$ cat src/rtl/imem_loader_pkg.sv
// rtl/imem_loader_pkg.sv - shared types and constants for the instruction memory loader
// Contents: FSM state enum, frame byte-count constants, cpu_hold reset value.
// Optional feature macro: IMEM_LOADER_CHECKSUM_EN (adds the CHECK state).
package imem_loader_pkg;

  localparam int   CNT_BYTES    = 2;     // word-count header bytes
  localparam int   WORD_BYTES   = 4;     // bytes per instruction word
  localparam logic CPU_HOLD_RST = 1'b0;  // CPU runs existing RAM after reset

  typedef enum logic [2:0] {
    ST_IDLE   = 3'd0,
    ST_CNT_HI = 3'd1,
    ST_CNT_LO = 3'd2,
    ST_DATA   = 3'd3,
    ST_DONE   = 3'd4,
`ifdef IMEM_LOADER_CHECKSUM_EN
    ST_ERR    = 3'd5,
    ST_CHECK  = 3'd6
`else
    ST_ERR    = 3'd5
`endif
  } state_e;

endpackage

$ cat src/rtl/imem_loader_timer.sv
// rtl/imem_loader_timer.sv - inter-byte idle timeout counter
// Ports:
//   clk, reset   clock, asynchronous active-low reset
//   clr          zero the counter (takes priority over en)
//   en           count one idle cycle
//   expired      this cycle's increment reaches TIMEOUT_CYCLES
module loader_timer #(
  parameter int TIMEOUT_CYCLES = 1_000_000,
  parameter int TO_WIDTH       = 20
) (
  input  logic clk,
  input  logic reset,
  input  logic clr,
  input  logic en,
  output logic expired
);

  localparam logic [TO_WIDTH-1:0] LAST_CNT = TO_WIDTH'(TIMEOUT_CYCLES - 1);

  logic [TO_WIDTH-1:0] count_q;
  logic [TO_WIDTH-1:0] count_d;

  always_comb begin
    count_d = count_q;
    if (clr) begin
      count_d = '0;
    end else if (en) begin
      count_d = count_q + TO_WIDTH'(1);
    end
  end

  // Flags the cycle whose increment would make the count reach the limit,
  // so the owner can move to its error state on that same edge.
  assign expired = en && !clr && (count_q == LAST_CNT);

  always_ff @(posedge clk or negedge reset) begin
    if (!reset) begin
      count_q <= '0;
    end else begin
      count_q <= count_d;
    end
  end

endmodule

$ cat src/rtl/imem_loader.sv
// rtl/imem_loader.sv - serial boot loader writing big-endian words into instruction RAM
// Ports:
//   clk, reset          clock, asynchronous active-low reset
//   start               pulse, opens (or restarts) a load frame
//   rx_data, rx_valid   received byte and its one-cycle strobe
//   wr_en/addr/data     instruction RAM write port (byte address, word aligned)
//   cpu_hold            high while the CPU must stay in reset
//   done, error         outcome of the last frame
// Optional feature macro: IMEM_LOADER_CHECKSUM_EN (trailing XOR checksum byte).
module imem_loader
  import imem_loader_pkg::*;
#(
  parameter int ADDR_WIDTH     = 6,
  parameter int TIMEOUT_CYCLES = 1_000_000,
  parameter int TO_WIDTH       = 20
) (
  input  logic        clk,
  input  logic        reset,
  input  logic        start,
  input  logic [7:0]  rx_data,
  input  logic        rx_valid,
  output logic        wr_en,
  output logic [31:0] wr_addr,
  output logic [31:0] wr_data,
  output logic        cpu_hold,
  output logic        done,
  output logic        error
);

  localparam int CNT_W = 8 * CNT_BYTES;
  // Largest accepted word count: the full RAM depth.
  localparam logic [CNT_W:0] MAX_WORDS =
    {{(CNT_W - ADDR_WIDTH){1'b0}}, 1'b1, {ADDR_WIDTH{1'b0}}};

`ifdef IMEM_LOADER_CHECKSUM_EN
  localparam state_e END_STATE = ST_CHECK;
`else
  localparam state_e END_STATE = ST_DONE;
`endif

  state_e                state_q, state_d;
  logic [CNT_W-1:0]      cnt_q, cnt_d;
  logic [ADDR_WIDTH-1:0] word_idx_q, word_idx_d;
  logic [1:0]            byte_idx_q, byte_idx_d;
  logic [23:0]           asm_q, asm_d;  // first three bytes of the word in flight
  logic                  wr_en_q, wr_en_d;
  logic [31:0]           wr_addr_q, wr_addr_d;
  logic [31:0]           wr_data_q, wr_data_d;
  logic                  cpu_hold_q, cpu_hold_d;
  logic                  done_q, done_d;
  logic                  error_q, error_d;
`ifdef IMEM_LOADER_CHECKSUM_EN
  logic [7:0]            xor_q, xor_d;
`endif

  logic             loading;
  logic             timer_expired;
  logic [CNT_W-1:0] cnt_new;
  logic [CNT_W-1:0] word_num;

  assign loading = (state_q != ST_IDLE) && (state_q != ST_DONE) && (state_q != ST_ERR);

  loader_timer #(
    .TIMEOUT_CYCLES(TIMEOUT_CYCLES),
    .TO_WIDTH      (TO_WIDTH)
  ) u_timer (
    .clk    (clk),
    .reset  (reset),
    .clr    (!loading || rx_valid || start),
    .en     (loading),
    .expired(timer_expired)
  );

  always_comb begin
    state_d    = state_q;
    cnt_d      = cnt_q;
    word_idx_d = word_idx_q;
    byte_idx_d = byte_idx_q;
    asm_d      = asm_q;
    wr_en_d    = 1'b0;
    wr_addr_d  = wr_addr_q;
    wr_data_d  = wr_data_q;
    cpu_hold_d = cpu_hold_q;
    done_d     = done_q;
    error_d    = error_q;
`ifdef IMEM_LOADER_CHECKSUM_EN
    xor_d      = xor_q;
`endif
    cnt_new    = {cnt_q[CNT_W-1:8], rx_data};
    word_num   = CNT_W'(word_idx_q) + CNT_W'(1);

    if (start) begin
      // Start wins over a same-cycle byte, which is dropped.
      state_d    = ST_CNT_HI;
      word_idx_d = '0;
      byte_idx_d = '0;
      done_d     = 1'b0;
      error_d    = 1'b0;
      cpu_hold_d = 1'b1;
`ifdef IMEM_LOADER_CHECKSUM_EN
      xor_d      = '0;
`endif
    end else if (timer_expired) begin
      state_d = ST_ERR;
      error_d = 1'b1;
    end else begin
`ifdef IMEM_LOADER_CHECKSUM_EN
      if (rx_valid && loading) begin
        xor_d = xor_q ^ rx_data;
      end
`endif
      case (state_q)
        ST_CNT_HI: begin
          if (rx_valid) begin
            cnt_d[CNT_W-1:8] = rx_data;
            state_d          = ST_CNT_LO;
          end
        end
        ST_CNT_LO: begin
          if (rx_valid) begin
            cnt_d = cnt_new;
            if ({1'b0, cnt_new} > MAX_WORDS) begin
              state_d = ST_ERR;
              error_d = 1'b1;
            end else if (cnt_new == '0) begin
              state_d = END_STATE;
            end else begin
              state_d = ST_DATA;
            end
          end
        end
        ST_DATA: begin
          if (rx_valid) begin
            asm_d      = {asm_q[15:0], rx_data};
            byte_idx_d = byte_idx_q + 2'd1;
            if (byte_idx_q == 2'(WORD_BYTES - 1)) begin
              wr_en_d    = 1'b1;
              wr_addr_d  = {{(30 - ADDR_WIDTH){1'b0}}, word_idx_q, 2'b00};
              wr_data_d  = {asm_q, rx_data};
              word_idx_d = word_idx_q + 1'b1;
              if (word_num == cnt_q) begin
                state_d = END_STATE;
              end
            end
          end
        end
`ifdef IMEM_LOADER_CHECKSUM_EN
        ST_CHECK: begin
          if (rx_valid) begin
            if (rx_data == xor_q) begin
              state_d = ST_DONE;
            end else begin
              state_d = ST_ERR;
              error_d = 1'b1;
            end
          end
        end
`endif
        ST_DONE: begin
          // Flags follow one cycle after entering DONE.
          done_d     = 1'b1;
          cpu_hold_d = 1'b0;
        end
        default: begin
        end
      endcase
    end
  end

  always_ff @(posedge clk or negedge reset) begin
    if (!reset) begin
      state_q    <= ST_IDLE;
      cnt_q      <= '0;
      word_idx_q <= '0;
      byte_idx_q <= '0;
      asm_q      <= '0;
      wr_en_q    <= 1'b0;
      wr_addr_q  <= '0;
      wr_data_q  <= '0;
      cpu_hold_q <= CPU_HOLD_RST;
      done_q     <= 1'b0;
      error_q    <= 1'b0;
`ifdef IMEM_LOADER_CHECKSUM_EN
      xor_q      <= '0;
`endif
    end else begin
      state_q    <= state_d;
      cnt_q      <= cnt_d;
      word_idx_q <= word_idx_d;
      byte_idx_q <= byte_idx_d;
      asm_q      <= asm_d;
      wr_en_q    <= wr_en_d;
      wr_addr_q  <= wr_addr_d;
      wr_data_q  <= wr_data_d;
      cpu_hold_q <= cpu_hold_d;
      done_q     <= done_d;
      error_q    <= error_d;
`ifdef IMEM_LOADER_CHECKSUM_EN
      xor_q      <= xor_d;
`endif
    end
  end

  assign wr_en    = wr_en_q;
  assign wr_addr  = wr_addr_q;
  assign wr_data  = wr_data_q;
  assign cpu_hold = cpu_hold_q;
  assign done     = done_q;
  assign error    = error_q;

endmodule

$ cat config.mk
export PLATFORM = sky130hd
export DESIGN_NAME = imem_loader
export DESIGN_NICKNAME = d
export VERILOG_FILES = /design/src/rtl/imem_loader_pkg.sv /design/src/rtl/imem_loader_timer.sv /design/src/rtl/imem_loader.sv
export SDC_FILE = /design/constraint.sdc
export NUM_CORES = 1
export LEC_CHECK = 0
export CELL_PAD_IN_SITES_DETAIL_PLACEMENT = 0
export CELL_PAD_IN_SITES_GLOBAL_PLACEMENT = 2
export CORE_ASPECT_RATIO = 0.6
export CORE_UTILIZATION = 42
export DETAILED_ROUTE_END_ITERATION = 6
export DONT_BUFFER_PORTS = 1
export HOLD_SLACK_MARGIN = 0.15
export MAX_ROUTING_LAYER = met4
export PLACE_DENSITY_LB_ADDON = 0.1
export SLEW_MARGIN = 20
export SYNTH_ARGS = -nofsm -noshare
export SYNTH_HDL_FRONTEND = slang
export SYNTH_SLANG_ARGS = --single-unit
$ cat constraint.sdc
create_clock -name clk -period 2.7 [get_ports clk]
set_input_delay 0.54 -clock clk [delete_from_list [all_inputs] [get_ports clk]]
set_output_delay 0.54 -clock clk [all_outputs]
set_load 0.02 [all_outputs]
Word-level counts from Yosys, hierarchy flattened
Cells that the tools add are included.

cells by class
  $add $sub $neg = 4
  $mul = 0
  div/mod/pow operators = 0
  $lt $le $gt $ge = 1
  equal/unequal tests = 15
  shifts and indexed selects = 0
  mux-type cells = 39
  bitwise gates (word level) = 3
  reduce and logical (&&, ||, !) cells = 28

operators with widths
  kind                                                             number
  2-to-1 mux 20 bit                                                2
  2-to-1 mux 6 bit                                                 5
  2-to-1 mux 3 bit                                                 9
  adder 20 x 1 -> 20 bit (second input constant)                   1
  equality test 20 bit (second input constant)                     1
  inequality test 4 bit (second input constant)                    5
  equality test 7 x 16 -> 1 bit                                    1
  greater-than comparator 16 x 7 -> 1 bit (second input constant)  1
  logical NOT 16 bit                                               1
  2-to-1 mux 1 bit                                                 16
  one-hot mux 8 bit (2 select lines)                               1
  AND reduction 4 bit                                              3
  nonzero test 3 bit                                               4
  AND reduction 5 bit                                              2
  nonzero test 2 bit                                               5
  one-hot mux 3 bit (3 select lines)                               1
  2-to-1 mux 2 bit                                                 4
  2-to-1 mux 8 bit                                                 1
  adder 6 x 1 -> 7 bit (second input constant)                     1
  adder 6 x 1 -> 6 bit (second input constant)                     1
  equality test 3 x 2 -> 1 bit (second input constant)             2
  inequality test 3 bit (second input constant)                    2
  AND reduction 3 bit                                              2
  AND reduction 6 bit                                              1
  11 further kinds                                                 18

storage, ports and cells
  bits in registers = 113
  latch bits = 0
  RAM bits = 0
  bits in read-only memories = 0
  memories = 0

Longest topological paths before layout
  depth after elaboration = 11
  mapped depth = 7

Hierarchy
A second synthesis with hierarchy kept.

second synthesis, totals
  cell total of the unflattened synthesis = 467
  area, all modules = 5,261.3 µm²

by module, submodules not included
  module        instances  cells an instance  area an instance (µm²)
  imem_loader   1          360                4,227.8
  loader_timer  1          107                1,033.5

Worst setup path before layout
No wires, ideal clock.

  kind = register to register
  start = register word_idx_q[0]
  end = register state_q[1]
  library setup time = 128 ps
  arrival time = 2,011 ps
  setup slack = 562 ps
  stages on the path, launching flop included = 7
  path buffers = 0
  cells stage by stage = dfrtp_1 -> ha_1 -> or4_1 -> o2bb2ai_1 -> o2111ai_1 -> nand3_1 -> mux2_1

between the ends
  longest elaborated chain between the ends = 4

ends and longest elaborated chain
  element                                 line                text
  start: declaration                      imem_loader.sv:43   logic [ADDR_WIDTH-1:0] word_idx_q, word_idx_d;
  start signal: assignment                imem_loader.sv:189  word_idx_q <= word_idx_d;
  adder 6 x 1 -> 7 bit                    imem_loader.sv:90   word_num = CNT_W'(word_idx_q) + CNT_W'(1);
  equality test 7 x 16 -> 1 bit           imem_loader.sv:141  if (word_num == cnt_q) begin
  inequality test 4 bit (no source line)  -
  AND reduction 6 bit (no source line)    -
  end signal: assignment                  imem_loader.sv:187  state_q <= state_d;
  end: declaration                        imem_loader.sv:41   state_e state_q, state_d;

No other way between the ends.
A chain may end at the register's enable or synchronous reset.

Final worst setup path
  start = register word_idx_q[0]
  end = register state_q[2]

The elaborated chain is that of the path after synthesis.

==> flow_summary.yaml <==
clock_network:
  cts_inserted_buffers: 17
  cts_setup_buffers: 0
  cts-root-buf: "clkbuf_16"
  insertion_delay_ns: 0.40
  numClockSinks: 113
  clk_pin_slew_ns: 0.06
  ctsHtreeMaxLevel: 4
  cts_tree: "yes"
  cts.path.max_buffers: 2
yosys:
  ys_seq_area_share_pct: 56.0
  ys_ff_latch: 113
  synth_xor_xnor_area_share_pct: 5.38
  yosysWarnings: 0
  synth-compound-area-share_pct: 2.70
  ys.flop_type: "dfrtp_1"
  async_flop_share_pct: 100
  synth_adder_area_share_pct: 0.744
  avgSynthCellArea_um2: 12.5
  ys_top_cells_by_area: "dfrtp_1 56%, mux2_2 17%, buf_4 4.2%, xor2_1 3.5%, nor2_1 2.7%"
  yosys.area_share.simple_pct: 11.4
  synth_top_family_by_area: "multiplexers"
  syn-cell-area_um2: 5050
  syn_inst: 405
  yosys.area.top_type: "dfrtp_1"
  synth_top_area_share_pct: 56.0
  synth.distinct_cells: 46
  synth_edf_count: 0
  synthMuxAreaShare_pct: 18.0
routing:
  vias: 2949
  dr.pass1.iters: 4
  drc: 0
  wl_per_cell_um: 15.9
  drtIter0Drc: 147
  antenna_left: 0
  wl_um: 9340
  viasPerCell: 5.03
floorplan:
  row_count: 30
  die_y_um: 86.9
  fp.dieArea_um2: 12500
  core-area_um2: 11500
  initial_core_util_pct: 43.9
  fp.dieW_um: 144
  ios: 80
place:
  place_inst: 555
  gp_congestion: 0.789
  dp_hpwl_um: 6220
  port_buffers: 0
grt:
  track_usage_pct: 17.4
  grt_pass1_wl_um: 15600
  grt_start_max_net_pins: 114
  grt-ovfl-total: 0
  grt_pass1_vias: 2914
  antenna_found_initial: 0
timing:
  hold_slack_ns: -0.166
  rsz0062_at_grt: "no"
  hold_viol: 113
  timing.final.crit_share_pct: 86.3
  clock_skew_ns: 0.00791
  period_minus_slack_ns: 2.33
  fin_setup_tns_ns: 0
  max_freq_ghz: 0.429
  setup_violations: 0
  maxSlewViolCount: 0
finish:
  antenna_cells: 0
  fin_nets: 429
  final_cell_count_no_fill: 586
  layout-drive-gt1-share_pct: 28.2
  area_delta_synth_final_pct: 13.4
worst_setup_path:
  slowest_stage: "or4_1"
  slowest_delay_ns: 0.54
  required_ns: 2.98
  crit_chain: "ha_1 -> or4_1 -> o2bb2ai_1 -> o2111ai_1 -> nand3_1 -> mux2_1"
  cp_top_family: "simple AND/OR/NAND/NOR gates"
  crit_buf_inv: 0
  worstPathArrival_ns: 2.61
  critPathMaxFanout: 7
  cp-start-kind: "flip-flop"
  endpoint_kind: "flip-flop"
  critPathKind: "flip-flop to flip-flop"
hold_path:
  min_path_type: "primary input to async pin"
status:
  outcome: "complete, but fails checks"
  violations: "hold timing"
pwr:
  leakagePower_nw: 2.62
  peakVddDrop_mv: 0.511
  power_density_nw_per_um2: 925
flow_run:
  drv_cap: 0
==> placed cells by master (no fill, tap or decap), types with 2 or more instances in the layout <==
cell	instances
dfrtp_1	113
or3_1	4
o21a_1	4
nor4b_1	2
mux2_2	77
nor3_1	4
nand2_1	20
clkinv_2	4
and3_1	3
xnor2_1	11
clkbuf_16	17
nand3_2	2
ha_1	3
clkinvlp_4	4
o21ai_0	4
a21oi_1	5
nand4_1	7
xor2_1	20
buf_4	3
mux2_1	3
clkinv_4	2
bufinv_16	3
and2_1	2
nor4_1	5
nor4_2	2
nor2b_1	3
nand3_1	11
inv_1	6
nor2_1	36
conb_1	26
==> power by group <==
group          switching (mW)  leakage (nW)  internal, mW
logic                   0.313         0.839         0.431
registers               0.275          1.50          2.04
clock network           0.787         0.281          1.44
==> flip-flops by register name, indices dropped and copies added, names as in the netlist, 2 cells and up <==
name and count:
asm_q 24, byte_idx_q 2, cnt_q 16, state_q 3, u_timer.count_q 20, word_idx_q 6
wr_addr 6, wr_data 32
==> cell usage after synthesis, drive strengths merged (5+ instances only) <==
library cell  instances
xnor2                11
clkbuf                5
o21ai                 5
nand4                 7
nor2                 37
nand2                21
buf                  34
a21oi                 5
inv                   6
nand3                13
nor3                  5
nor4                  7
dfrtp               113
mux2                 80
xor2                 20
==> path summary, 6_finish.rpt <==
kind,from,depth (start not counted),slack [ns],to
min,reset,0,-0.17,word_idx_q[2]
max in group asynchronous,reset,0,2.66,u_timer.count_q[9]
min in group clk,start,1,0.20,word_idx_q[1]
max,word_idx_q[0],6,0.37,state_q[2]
max reg2reg,word_idx_q[0],6,0.37,state_q[2]
min reg2reg,asm_q[17],1,0.50,wr_data[25]
==> kinds of logic (layout without fill, tap and decap cells) <==
family,Yosys count,after routing
other cells,1,26
mux,81,81
buf+inv,45,41
fa+ha+maj,3,3
compound gates,21,21
flops,113,113
xor+xnor,31,31
simple gates,110,110
==> layer usage <==
| layer | track usage (%) | vias to the layer above | wire length, um |
|---|---|---|---|
| met5 | - | - | 0 |
| met4 | 6.38 | 0 | 94 |
| met3 | 5.83 | 12 | 402 |
| met2 | 24.0 | 66 | 4020 |
| met1 | 23.6 | 1497 | 4830 |
| li1 | - | 1374 | - |
==> per-stage QoR <==
step	setup slack (ns)	utilization, %	total power, mW	instance area, um^2
6_report	0.371	49.8	5.29	5720
5_1_grt	0.239	49.8	5.59	5720
4_1_cts	0.354	49.8	5.37	5720
3_5_place_dp	0.362	44.7	3.10	5130
3_3_place_gp	0.418	44.7	3.07	5130
2_1_floorplan	0.562	-	2.95	5140
==> final cells by class <==
cell class / instances / area (um^2)
multi-input cells: 272 / 2040
inverters: 6 / 22.5
well taps: 160 / 200
fillers: 1048 / 5760
repair buffers: 4 / 42.5
clock buffers: 17 / 425
clock inverters: 14 / 166
flip-flops and latches: 113 / 2830
==> what timing repair did <==
action | 4_1_cts | 5_1_grt
hold endpoints to repair | 113 | 113
resized for setup | 0 | 0
endpoints found under the setup margin | 0 | 0
Power figures use the tool's default switching activity.
